$ cat src/rtl/uart_pkg.sv
// rtl/uart_pkg.sv - shared FSM encoding and line-level constants for the UART transmitter
package uart_pkg;

    typedef enum logic [2:0] {
        IDLE   = 3'd0,
        START  = 3'd1,
        DATA   = 3'd2,
        STOP   = 3'd3,
        PARITY = 3'd4
    } state_t;

    localparam int   DATA_BITS   = 8;
    localparam logic START_LEVEL = 1'b0;
    localparam logic STOP_LEVEL  = 1'b1;
    localparam logic IDLE_LEVEL  = 1'b1;

    // Even parity bit: makes the total count of ones in data+parity even.
    function automatic logic even_parity(input logic [DATA_BITS-1:0] data);
        return ^data;
    endfunction

endpackage

$ cat src/rtl/uart_bit_timer.sv
// rtl/uart_bit_timer.sv - counts clocks within one serial bit and ticks on the last one
module uart_bit_timer #(
    parameter int CLKS_PER_BIT = 2
) (
    input  logic clk,
    input  logic rst_n,
    input  logic run,
    output logic bit_end
);

    localparam int CW = $clog2(CLKS_PER_BIT) + 1;
    localparam logic [CW-1:0] LAST = CW'(CLKS_PER_BIT - 1);

    logic [CW-1:0] cnt;

    // Tick fires during the final clock of each bit while a frame is running.
    assign bit_end = run && (cnt == LAST);

    // Counter held at zero while idle so every frame starts on a fresh bit period.
    always_ff @(posedge clk or negedge rst_n) begin
        if (!rst_n) begin
            cnt <= '0;
        end else if (!run || bit_end) begin
            cnt <= '0;
        end else begin
            cnt <= cnt + 1'b1;
        end
    end

endmodule

$ cat src/rtl/uart_tx.sv
// rtl/uart_tx.sv - 8N1 UART transmitter top (define UART_TX_PARITY_EN for 8E1 frames)
module uart_tx
    import uart_pkg::*;
#(
    parameter int CLKS_PER_BIT = 2
) (
    input  logic       clk,
    input  logic       rst_n,
    input  logic       start_bit,
    input  logic [7:0] extern_data,
    output logic       out,
    output logic       o_active,
    output logic       o_done
);

    state_t                 state, state_nxt;
    logic [DATA_BITS-1:0]   shift_reg, shift_nxt;
    logic [2:0]             bit_idx, bit_idx_nxt;
    logic                   bit_end;
    logic                   timer_run;
    logic                   out_nxt, active_nxt, done_nxt;

    assign timer_run = (state != IDLE);

    uart_bit_timer #(
        .CLKS_PER_BIT (CLKS_PER_BIT)
    ) u_bit_timer (
        .clk     (clk),
        .rst_n   (rst_n),
        .run     (timer_run),
        .bit_end (bit_end)
    );

    // State, datapath and registered outputs; reset aborts any frame and idles the line.
    always_ff @(posedge clk or negedge rst_n) begin
        if (!rst_n) begin
            state     <= IDLE;
            shift_reg <= '0;
            bit_idx   <= '0;
            out       <= IDLE_LEVEL;
            o_active  <= 1'b0;
            o_done    <= 1'b0;
        end else begin
            state     <= state_nxt;
            shift_reg <= shift_nxt;
            bit_idx   <= bit_idx_nxt;
            out       <= out_nxt;
            o_active  <= active_nxt;
            o_done    <= done_nxt;
        end
    end

    // Next state: requests are only honoured from IDLE, bits advance on timer ticks.
    always_comb begin
        state_nxt   = state;
        shift_nxt   = shift_reg;
        bit_idx_nxt = bit_idx;
        unique case (state)
            IDLE: begin
                if (start_bit) begin
                    state_nxt   = START;
                    shift_nxt   = extern_data;
                    bit_idx_nxt = '0;
                end
            end
            START: begin
                if (bit_end) state_nxt = DATA;
            end
            DATA: begin
                if (bit_end) begin
                    if (bit_idx == 3'(DATA_BITS - 1)) begin
`ifdef UART_TX_PARITY_EN
                        state_nxt = PARITY;
`else
                        state_nxt = STOP;
`endif
                    end else begin
                        bit_idx_nxt = bit_idx + 3'd1;
                    end
                end
            end
`ifdef UART_TX_PARITY_EN
            PARITY: begin
                if (bit_end) state_nxt = STOP;
            end
`endif
            STOP: begin
                if (bit_end) state_nxt = IDLE;
            end
            default: state_nxt = IDLE;
        endcase
    end

    // Outputs derived from the upcoming state so the registered line changes only at bit boundaries.
    always_comb begin
        out_nxt    = IDLE_LEVEL;
        active_nxt = (state_nxt != IDLE);
        done_nxt   = (state == STOP) && bit_end;
        unique case (state_nxt)
            START:   out_nxt = START_LEVEL;
            DATA:    out_nxt = shift_nxt[bit_idx_nxt];
`ifdef UART_TX_PARITY_EN
            PARITY:  out_nxt = even_parity(shift_nxt);
`endif
            STOP:    out_nxt = STOP_LEVEL;
            default: out_nxt = IDLE_LEVEL;
        endcase
    end

endmodule

$ cat config.mk
export PLATFORM = sky130hd
export DESIGN_NAME = uart_tx
export DESIGN_NICKNAME = d
export VERILOG_FILES = /design/src/rtl/uart_pkg.sv /design/src/rtl/uart_bit_timer.sv /design/src/rtl/uart_tx.sv
export SDC_FILE = /design/constraint.sdc
export NUM_CORES = 1
export LEC_CHECK = 0
export BUFFER_PORTS_ARGS = -buffer_cell sky130_fd_sc_hd__buf_2
export CAP_MARGIN = 15
export CORE_UTILIZATION = 55
export CTS_CLUSTER_SIZE = 20
export DETAILED_ROUTE_END_ITERATION = 6
export GPL_TIMING_DRIVEN = 0
export PLACE_DENSITY = 0.77
export SETUP_SLACK_MARGIN = 0.2
export SYNTH_ARGS = -nofsm -noshare
export SYNTH_HDL_FRONTEND = slang
export SYNTH_HIERARCHICAL = 1
export SYNTH_SLANG_ARGS = --single-unit
$ cat constraint.sdc
create_clock -name clk -period 3.1 [get_ports clk]
set_clock_uncertainty 0.05 [all_clocks]
set_input_delay 0 -clock clk [delete_from_list [all_inputs] [get_ports clk]]
set_output_delay 0 -clock clk [all_outputs]
set_load 0.01 [all_outputs]
==> out/results.txt, run 1 <==
Critical Path AT - 2.80 ns
CP Max Fanout - 9
register area share after synthesis - 45.4%
final WL - 2100 um
initial antenna violation count - 0
Avg Inst Size Synth - 10.3 sq um
Min Clock Period, post-route - 2.64 ns
synth top area cells - dfrtp_1 (43%), nand2_1 (8.6%), nor3b_2 (3.6%), dfstp_2 (2.5%), ha_1 (2.4%)
most used flip-flop cell after synthesis - dfrtp_1
PD cells - 477 nW/um^2
global route overflow - 0
DRT Pass-1 Iters - 4
final setup vio count - 0
unrepaired setup endpoints after global routing - false
buffers added on ports - 13
CTS tree - done
clock slew at reported path FFs - 0.11 ns
Synth Instances - 102
Max VDD drop - 0.000347 V
DRC errors left - 0
WS Path Type - flop to flop
max cap viols - 0
Worst Setup End Kind - flop
largest net degree at the start of global routing - 20
Fin Hold WS - 0.0874 ns
vias - 846
HPWL after DPL - 1440 um
fin nets - 142
most numerous cell in the Yosys netlist - nand2_1
Largest register FFs - 8
Num CTS Buffers - 3
Syn Nets - 115
synth warn - 6
outcome - completed
Clock Tree Buf Depth - 2
GRT Util Overall - 23.0%
WL/cell - 13.7 um
final hold viol count - 0
I/O Pins - 14
Initial Util - 59.6%
leakage power - 0.640 nW
First DRT Iteration DRCs - 31
# diodes - 0
CP cell instances - or3_1, and2_1, and4bb_2, a21boi_1, nor3_1, a311o_1, o211ai_1, a22oi_1
required time worst endpoint - 3.27 ns
Die Wd - 45.7 um
Max Fclk - 379 MHz
row cnt - 15
largest stage delay on the critical path - 0.50 ns
RD Place Congestion - 0.865
top cells by count, synth - nand2_1 (24), dfrtp_1 (18), nor2_1 (5)
CTS Sinks - 19
filler cell count in the final layout - 152
Post-CTS Setup Inserts - 0
height of the die - 45.7 um
count of cell types in the netlist - 43
flops & latches, synth - 19
min-delay worst type - primary input to async pin
clk root buf - clkbuf_4
vias per cell - 5.53
Area Overhead vs Synth - 20.2%
antenna viol nets, final - 0
Max H-tree Level - 1
layout cells sized above 1 - 26.6%
Clk Latency, worst-skew pair - 0.30 ns
CP max-delay cell - dfrtp_1
vias in the first global route - 828
leading area contributor after synthesis - dfrtp_1
Post-Syn Area - 1050 sq um
CP Launch Type - flop
Worst R2R Start - state[0]$_DFF_PN0_
Synth async-reset ratio - 100%
number of synthesized flops with an enable pin - 0
die area - 2090 sq um
core box area - 1760 sq um
period utilization - 85.0%
Yosys top cell area share - 42.9%
fin. max-slew vios - 0
global-route wire length before repair - 3490 um
Worst Setup SP - state[0]$_DFF_PN0_
Sum Neg Setup Slack - 0 ns
-- cells by family after synthesis --
group | share of synthesized area [%]
AND/OR/NAND/NOR | 29.6
multiplexers | 3.10
other | 0.357
adder cells (fa/ha/maj) | 2.38
buffers and inverters | 4.52
flip-flops | 45.4
XOR/XNOR | 0.833
AO/OA/AOI/OAI | 13.8
-- per-stage QoR --
stage / cell area, sq um / cells / total power, mW / setup WS (ns) / utilization (%)
final: 1260 / 153 / 0.603 / 0.464 / 71.6
after global routing: 1260 / 153 / 0.639 / 0.351 / 71.6
after CTS: 1260 / 153 / 0.606 / 0.520 / 71.6
after detailed placement: 1150 / 140 / 0.473 / 0.554 / 65.0
after global placement: 1150 / 140 / 0.465 / 0.563 / 65.0
after floorplan: 1050 / 102 / 0.432 / 0.789 / -
-- cell type report --
class,count,area [sq um],area share (%)
multi-input combinational,75,527,41.7
tap,25,31.3,2.48
sequential,19,477,37.7
inverter,4,15.0,1.19
timing repair buffer,22,155,12.3
clock buffer,4,26.3,2.08
buffer,4,32.5,2.57
-- worst max-delay path: cells and delay by family (launching register included) --
family | cells | cell delay [ns]
AO/OA/AOI/OAI | 4 | 0.98
AND/OR/NAND/NOR | 4 | 1.02
flip-flops | 1 | 0.50
-- routing by layer --
metal / up-vias / wire [um] / global-route usage (%)
met1: 390 / 999 / 29.1
li1: 420 / - / -
met4: 0 / 9 / 4.12
met3: 2 / 104 / 5.16
met5: - / 0 / 0
met2: 34 / 989 / 40.3
-- layout by cell type, fill, tap and decap left out, types with 3 or more instances in the layout --
master	synthesis	layout
inv_1	4	4
nand2_1	24	24
dlygate4sd3_1	0	9
buf_2	2	15
dfrtp_1	18	18
nor2_1	5	5
clkbuf_4	0	3
nor3b_2	3	3
-- power breakdown --
group	internal [mW]	switching (mW)
Sequential	0.290	0.0233
Combinational	0.0820	0.0806
Clock	0.0500	0.0769
-- worst paths after layout --
check | endpoint | slack, ns | depth (start not counted)
max | out$_DFF_PN1_ | 0.46 | 8
min | state[0]$_DFF_PN0_ | 0.09 | 2
max reg2reg | out$_DFF_PN1_ | 0.46 | 8
min reg2reg | u_bit_timer/cnt[0]$_DFF_PN0_ | 0.41 | 1
max in group asynchronous | out$_DFF_PN1_ | 2.58 | 2
min in group clk | shift_reg[0]$_DFF_PN0_ | 0.09 | 4
-- what timing repair did --
item / 4_1_cts / 5_1_grt
hold endpoints to repair: 27 / 0
hold buffers: 9 / 0
resized for setup: 0 / 0
No activity file was read; power rests on OpenSTA's default activity.
==> run 2: changes to the inputs <==
--- a/config.mk
+++ b/config.mk
@@ -7,11 +7,11 @@
 export LEC_CHECK = 0
 export BUFFER_PORTS_ARGS = -buffer_cell sky130_fd_sc_hd__buf_2
 export CAP_MARGIN = 15
-export CORE_UTILIZATION = 55
+export CORE_UTILIZATION = 25
 export CTS_CLUSTER_SIZE = 20
 export DETAILED_ROUTE_END_ITERATION = 6
 export GPL_TIMING_DRIVEN = 0
-export PLACE_DENSITY = 0.77
+export PLACE_DENSITY = 0.38
 export SETUP_SLACK_MARGIN = 0.2
 export SYNTH_ARGS = -nofsm -noshare
 export SYNTH_HDL_FRONTEND = slang
==> run 2 against run 1 <==
  * Final cell count rose by 16%
  * Critical endpoint unchanged
  * Critical path type unchanged
  * Hold slack improved by 0.046 ns
  * First-iteration DRC count rose by 6.5%
  * Via count fell by 3.8%
  * Clock power rose by 39%
==> out/results.txt, run 2 (synthesis results as in run 1) <==
CP Max Fanout - 9 (unchanged)
min-delay worst type - primary input to flop (was primary input to async pin)
CP cell instances - or3_1, and2_1, and4bb_2, a21boi_1, nor3_1, a311o_1, o211ai_1, a22oi_1 (unchanged)
largest net degree at the start of global routing - 20 (unchanged)
Critical Path AT - 2.85 ns (was 2.80 ns)
Clk Latency, worst-skew pair - 0.26 ns (was 0.30 ns)
global-route wire length before repair - 4090 um (was 3490 um)
DRC errors left - 0 (unchanged)
CP Launch Type - flop (unchanged)
Initial Util - 26.1% (was 59.6%)
Internal - 0.464 mW (was 0.422 mW)
met2 wire length - 1050 um (was 989 um)
vias in the first global route - 848 (was 828)
Clock Tree Buf Depth - 2 (unchanged)
Buf+Inv Stages, Crit Path - 0 (unchanged)
unrepaired setup endpoints after global routing - false (unchanged)
period utilization - 88.1% (was 85.0%)
Area Overhead vs Synth - 25.0% (was 20.2%)
Register-to-Register Path Depth - 8 (unchanged)
flop-to-flop setup slack - 0.37 ns (was 0.46 ns)
Clk pwr share - 26.9% (was 21.1%)
Sum Neg Setup Slack - 0 ns (unchanged)
fin. max-slew vios - 0 (unchanged)
Max VDD drop - 0.000181 V (was 0.000347 V)
M1 WL - 1210 um (was 999 um)
clk root buf - clkbuf_8 (was clkbuf_4)
Worst R2R Start - state[0]$_DFF_PN0_ (unchanged)
global route overflow - 0 (unchanged)
Max H-tree Level - 1 (unchanged)
vias - 814 (was 846)
core box area - 4030 sq um (was 1760 sq um)
HPWL after DPL - 1640 um (was 1440 um)
sw frac - 29.0% (was 30.0%)
antenna viol nets, final - 0 (unchanged)
setup ws final - 0.370 ns (was 0.464 ns)
RD Place Congestion - 0.810 (was 0.865)
hold_sp - start_bit
most frequent cells in the layout - nand2_1 (24), dfrtp_1 (18), buf_2 (15) (unchanged)
height of the die - 66.8 um (was 45.7 um)
area of the multi-input gates - 527 sq um (unchanged)
initial antenna violation count - 0 (unchanged)
die area - 4470 sq um (was 2090 sq um)
Min Clock Period, post-route - 2.73 ns (was 2.64 ns)
# diodes - 0 (unchanged)
buffers added on ports - 13 (unchanged)
leakage power - 0.648 nW (was 0.640 nW)
met3 WL - 61 um (was 104 um)
WL/cell - 13.2 um (was 13.7 um)
filler cell count in the final layout - 439 (was 152)
clock slew at reported path FFs - 0.08 ns (was 0.11 ns)
First DRT Iteration DRCs - 33 (was 31)
WS Path Type - flop to flop (unchanged)
Largest register FFs - 8 (unchanged)
final hold viol count - 0 (unchanged)
Num CTS Buffers - 3 (unchanged)
Hold Crit Depth - 4
Max Used Layer - met4 (unchanged)
final setup vio count - 0 (unchanged)
max cap viols - 0 (unchanged)
GRT Util Overall - 12.8% (was 23.0%)
pre-CTS setup slack - 0.386 ns (was 0.554 ns)
CTS tree - done (unchanged)
Max Fclk - 366 MHz (was 379 MHz)
Storage cell area - 477 sq um (unchanged)
P_sw - 0.190 mW (was 0.181 mW)
Worst Setup End Kind - flop (unchanged)
commonest non-fill, non-tap cell in the layout - nand2_1 (unchanged)
sequential power share - 48.0% (was 52.0%)
Die Wd - 66.8 um (was 45.7 um)
CP delay by family, top - compound AO/OA/AOI/OAI gates (was simple AND/OR/NAND/NOR gates)
critical path depth - 8 (unchanged)
largest stage delay on the critical path - 0.48 ns (was 0.50 ns)
fin nets - 142 (unchanged)
PD cells - 498 nW/um^2 (was 477 nW/um^2)
Min-Delay Endpoint - shift_reg[0]$_DFF_PN0_
layout cells sized above 1 - 26.6% (unchanged)
row cnt - 23 (was 15)
vias per cell - 4.57 (was 5.53)
DRT Pass-1 Iters - 4 (unchanged)
final WL - 2340 um (was 2100 um)
Logic pwr share - 25.1% (was 27.0%)
CTS Sinks - 19 (unchanged)
outcome - completed (unchanged)
I/O Pins - 14 (unchanged)
CP max-delay cell - dfrtp_1 (unchanged)
R2R Path End - out$_DFF_PN1_ (unchanged)
required time worst endpoint - 3.22 ns (was 3.27 ns)
[run 2: worst min-delay path: stages]
cell     delay (ns)
buf_2          0.10
nor4b_4        0.14
nand2_1        0.10
nand2_1        0.06
[run 2: what timing repair did]
item                                   4_1_cts  5_1_grt
hold buffers                                 9        0
buffers inserted                             0        0
endpoints found under the hold margin       27        0
gates resized for setup                      0        0
[run 2: how the worst max path moves through the flow]
stage | startpoint | end | slack (ns)
after global placement | state[0]$_DFF_PN0_ | out$_DFF_PN1_ | 0.41
final | state[0]$_DFF_PN0_ | out$_DFF_PN1_ | 0.37
after floorplan | state[2]$_DFF_PN0_ | out$_DFF_PN1_ | 0.79
after CTS | state[0]$_DFF_PN0_ | out$_DFF_PN1_ | 0.37
after global routing | state[0]$_DFF_PN0_ | out$_DFF_PN1_ | 0.23
after detailed placement | state[0]$_DFF_PN0_ | out$_DFF_PN1_ | 0.39
[run 2: per-layer routing]
metal	GRT usage [%]	vias up
li1	-	412
met1	16.5	391
met2	20.5	9
met3	2.05	2
met4	6.38	0
met5	0	-
[run 2: power groups by stage]
stage	logic [mW]	registers (mW)	clock network [mW]
detailed placement	0.158	0.319	0
global route	0.187	0.320	0.199
global placement	0.152	0.317	0
CTS	0.167	0.314	0.187
finish	0.164	0.314	0.176
floorplan	0.117	0.315	0
[run 2: layout make-up]
class / count / share of cell area, %
Multi-Input combinational cell: 75 / 40.1
Inverter: 4 / 1.14
Tap cell: 50 / 4.76
Timing Repair Buffer: 22 / 11.8
Sequential cell: 19 / 36.3
Clock buffer: 4 / 3.43
Buffer: 4 / 2.48
[run 2: per-stage QoR]
stage / total power, mW / instance area, sq um / cells / hold slack [ns] / util [%]
after floorplan: 0.432 / 1050 / 102 / -0.346 / -
after global placement: 0.470 / 1180 / 165 / -0.0729 / 29.3
after detailed placement: 0.477 / 1180 / 165 / -0.0669 / 29.3
after CTS: 0.669 / 1310 / 178 / 0.125 / 32.6
after global routing: 0.706 / 1310 / 178 / 0.172 / 32.6
final: 0.654 / 1310 / 178 / 0.133 / 32.6
==> run 3: changes to the inputs <==
--- a/config.mk
+++ b/config.mk
@@ -10,9 +10,9 @@
 export CORE_UTILIZATION = 25
 export CTS_CLUSTER_SIZE = 20
 export DETAILED_ROUTE_END_ITERATION = 6
-export GPL_TIMING_DRIVEN = 0
 export PLACE_DENSITY = 0.38
 export SETUP_SLACK_MARGIN = 0.2
+export SLEW_MARGIN = 20
 export SYNTH_ARGS = -nofsm -noshare
 export SYNTH_HDL_FRONTEND = slang
 export SYNTH_HIERARCHICAL = 1
==> run 3 against run 2 <==
  * First-iteration DRC count grew 6.1%
  * Maximum frequency increased by 5.3%
  * Global-route usage fell by 1.0 points
  * Combinational power decreased by 7%
  * Register-to-register slack gained 0.14 ns
  * Flip-flop and latch count unchanged
  * Via count up 0.98%
  * Non-clock buffer count down 3
  * Sequential power is 2% higher
  * Final area down 1.9%
==> out/results.txt, run 3 (synthesis results as in run 1) <==
Clock Tree Buf Depth - 2 (unchanged)
WL/cell - 12.3 um (was 13.2 um)
Min Clock Period, post-route - 2.59 ns (was 2.73 ns)
antenna viol nets, final - 0 (unchanged)
outcome - completed (unchanged)
Worst Setup End Kind - flop (unchanged)
GRT Util Overall - 11.8% (was 12.8%)
largest stage delay on the critical path - 0.48 ns (about the same)
unrepaired setup endpoints after global routing - false (unchanged)
HPWL after DPL - 1570 um (was 1640 um)
CTS tree - done (unchanged)
CP Max Fanout - 9 (unchanged)
clock slew at reported path FFs - 0.07 ns (was 0.08 ns)
RD Place Congestion - 0.828 (was 0.810)
Max H-tree Level - 1 (unchanged)
vias - 822 (was 814)
required time worst endpoint - 3.23 ns (was 3.22 ns)
met2 wire length - 940 um (was 1050 um)
row cnt - 23 (unchanged)
fin nets - 139 (was 142)
met3 WL - 70 um (was 61 um)
die area - 4470 sq um (unchanged)
buffers added on ports - 13 (unchanged)
Sum Neg Setup Slack - 0 ns (unchanged)
DRC errors left - 0 (unchanged)
Buf+Inv Stages, Crit Path - 0 (unchanged)
First DRT Iteration DRCs - 35 (was 33)
Die Wd - 66.8 um (unchanged)
final hold viol count - 0 (unchanged)
Initial Util - 26.1% (unchanged)
commonest non-fill, non-tap cell in the layout - nand2_1 (unchanged)
final WL - 2160 um (was 2340 um)
most frequent cells in the layout - nand2_1 (24), dfrtp_1 (18), buf_2 (13) (was nand2_1 (24), dfrtp_1 (18), buf_2 (15))
Post-CTS Setup Inserts - 0 (unchanged)
global-route wire length before repair - 3750 um (was 4090 um)
M1 WL - 1090 um (was 1210 um)
final core occ - 32.0% (was 32.6%)
clk root buf - clkbuf_8 (unchanged)
final setup vio count - 0 (unchanged)
vias in the first global route - 809 (was 848)
PD cells - 503 nW/um^2 (was 498 nW/um^2)
leakage power - 0.631 nW (was 0.648 nW)
global route overflow - 0 (unchanged)
Max VDD drop - 0.000133 V (was 0.000181 V)
min-delay worst type - primary input to async pin (was primary input to flop)
CP max-delay cell - dfrtp_1 (unchanged)
WS Path Type - flop to flop (unchanged)
I/O Pins - 14 (unchanged)
max cap viols - 0 (unchanged)
Clk Latency, worst-skew pair - 0.26 ns (about the same)
initial antenna violation count - 0 (unchanged)
DRT Pass-1 Iters - 4 (unchanged)
CTS Sinks - 19 (unchanged)
largest net degree at the start of global routing - 20 (unchanged)
CP cell instances - or3_1, and2_1, and4bb_2, a21boi_1, nor3_1, a311o_1, o211ai_1, a22oi_1 (unchanged)
Max Used Layer - met4 (unchanged)
Critical Path AT - 2.72 ns (was 2.85 ns)
period utilization - 83.6% (was 88.1%)
vias per cell - 4.70 (was 4.57)
layout cells sized above 1 - 24.8% (was 26.6%)
Area Overhead vs Synth - 22.6% (was 25.0%)
CP Launch Type - flop (unchanged)
CP delay by family, top - simple AND/OR/NAND/NOR gates (was compound AO/OA/AOI/OAI gates)
# diodes - 0 (unchanged)
core box area - 4030 sq um (unchanged)
Num CTS Buffers - 3 (unchanged)
Largest register FFs - 8 (unchanged)
fin. max-slew vios - 0 (unchanged)
Max Fclk - 386 MHz (was 366 MHz)
height of the die - 66.8 um (unchanged)
run 3: cell types whose count changed in the layout (fill, tap and decap cells not counted), sizes merged:
cell / change
buf: -3
run 3: power breakdown:
group | internal, mW | switching [mW]
combinational | 0.0784 | 0.0735
sequential | 0.291 | 0.0293
clock | 0.0915 | 0.0848
total | 0.460 | 0.188
run 3: final cells by class:
type / count / area (sq um)
inverter: 4 / 15.0
sequential: 19 / 477
clock buffer: 4 / 45.0
timing repair buffer: 23 / 163
multi-input combinational: 75 / 527
tap: 50 / 62.6
fill: 437 / 2740
run 3: worst reg2reg max path, stage by stage, from the launching register on:
cell and delay [ns]:
dfrtp_1 0.48, or3_1 0.43, and2_1 0.22, and4bb_2 0.30, a21boi_1 0.36, nor3_1 0.08
a311o_1 0.32, o211ai_1 0.20, a22oi_1 0.10
run 3: worst paths after layout:
path,startpoint,endpoint,slack (ns),cells past startpoint
max,state[0]$_DFF_PN0_,out$_DFF_PN1_,0.51,8
min,rst_n,u_bit_timer/cnt[1]$_DFF_PN0_,0.16,2
max reg2reg,state[0]$_DFF_PN0_,out$_DFF_PN1_,0.51,8
min reg2reg,u_bit_timer/cnt[0]$_DFF_PN0_,u_bit_timer/cnt[0]$_DFF_PN0_,0.41,1
max in group asynchronous,rst_n,out$_DFF_PN1_,2.51,2
min in group clk,start_bit,shift_reg[4]$_DFF_PN0_,0.25,5
run 3: stage by stage:
step	setup WS (ns)	area, sq um	instances	total power, mW	hold WS, ns
after global routing	0.369	1290	175	0.689	0.227
after detailed placement	0.516	1150	162	0.470	-0.0794
after floorplan	0.789	1050	102	0.432	-0.346
after global placement	0.638	1150	162	0.469	-0.0695
final	0.507	1290	175	0.648	0.157
after CTS	0.502	1290	175	0.656	0.180
run 3: layer usage:
layer	vias up	track usage, %
met1	397	15.3
met4	0	7.18
met3	4	2.05
li1	408	-
met2	13	17.9
met5	-	0
run 3: what timing repair did:
item                                   in CTS  in global routing
resized for setup                           0                  0
hold buffers                                9                  0
endpoints found under the hold margin      27                  0
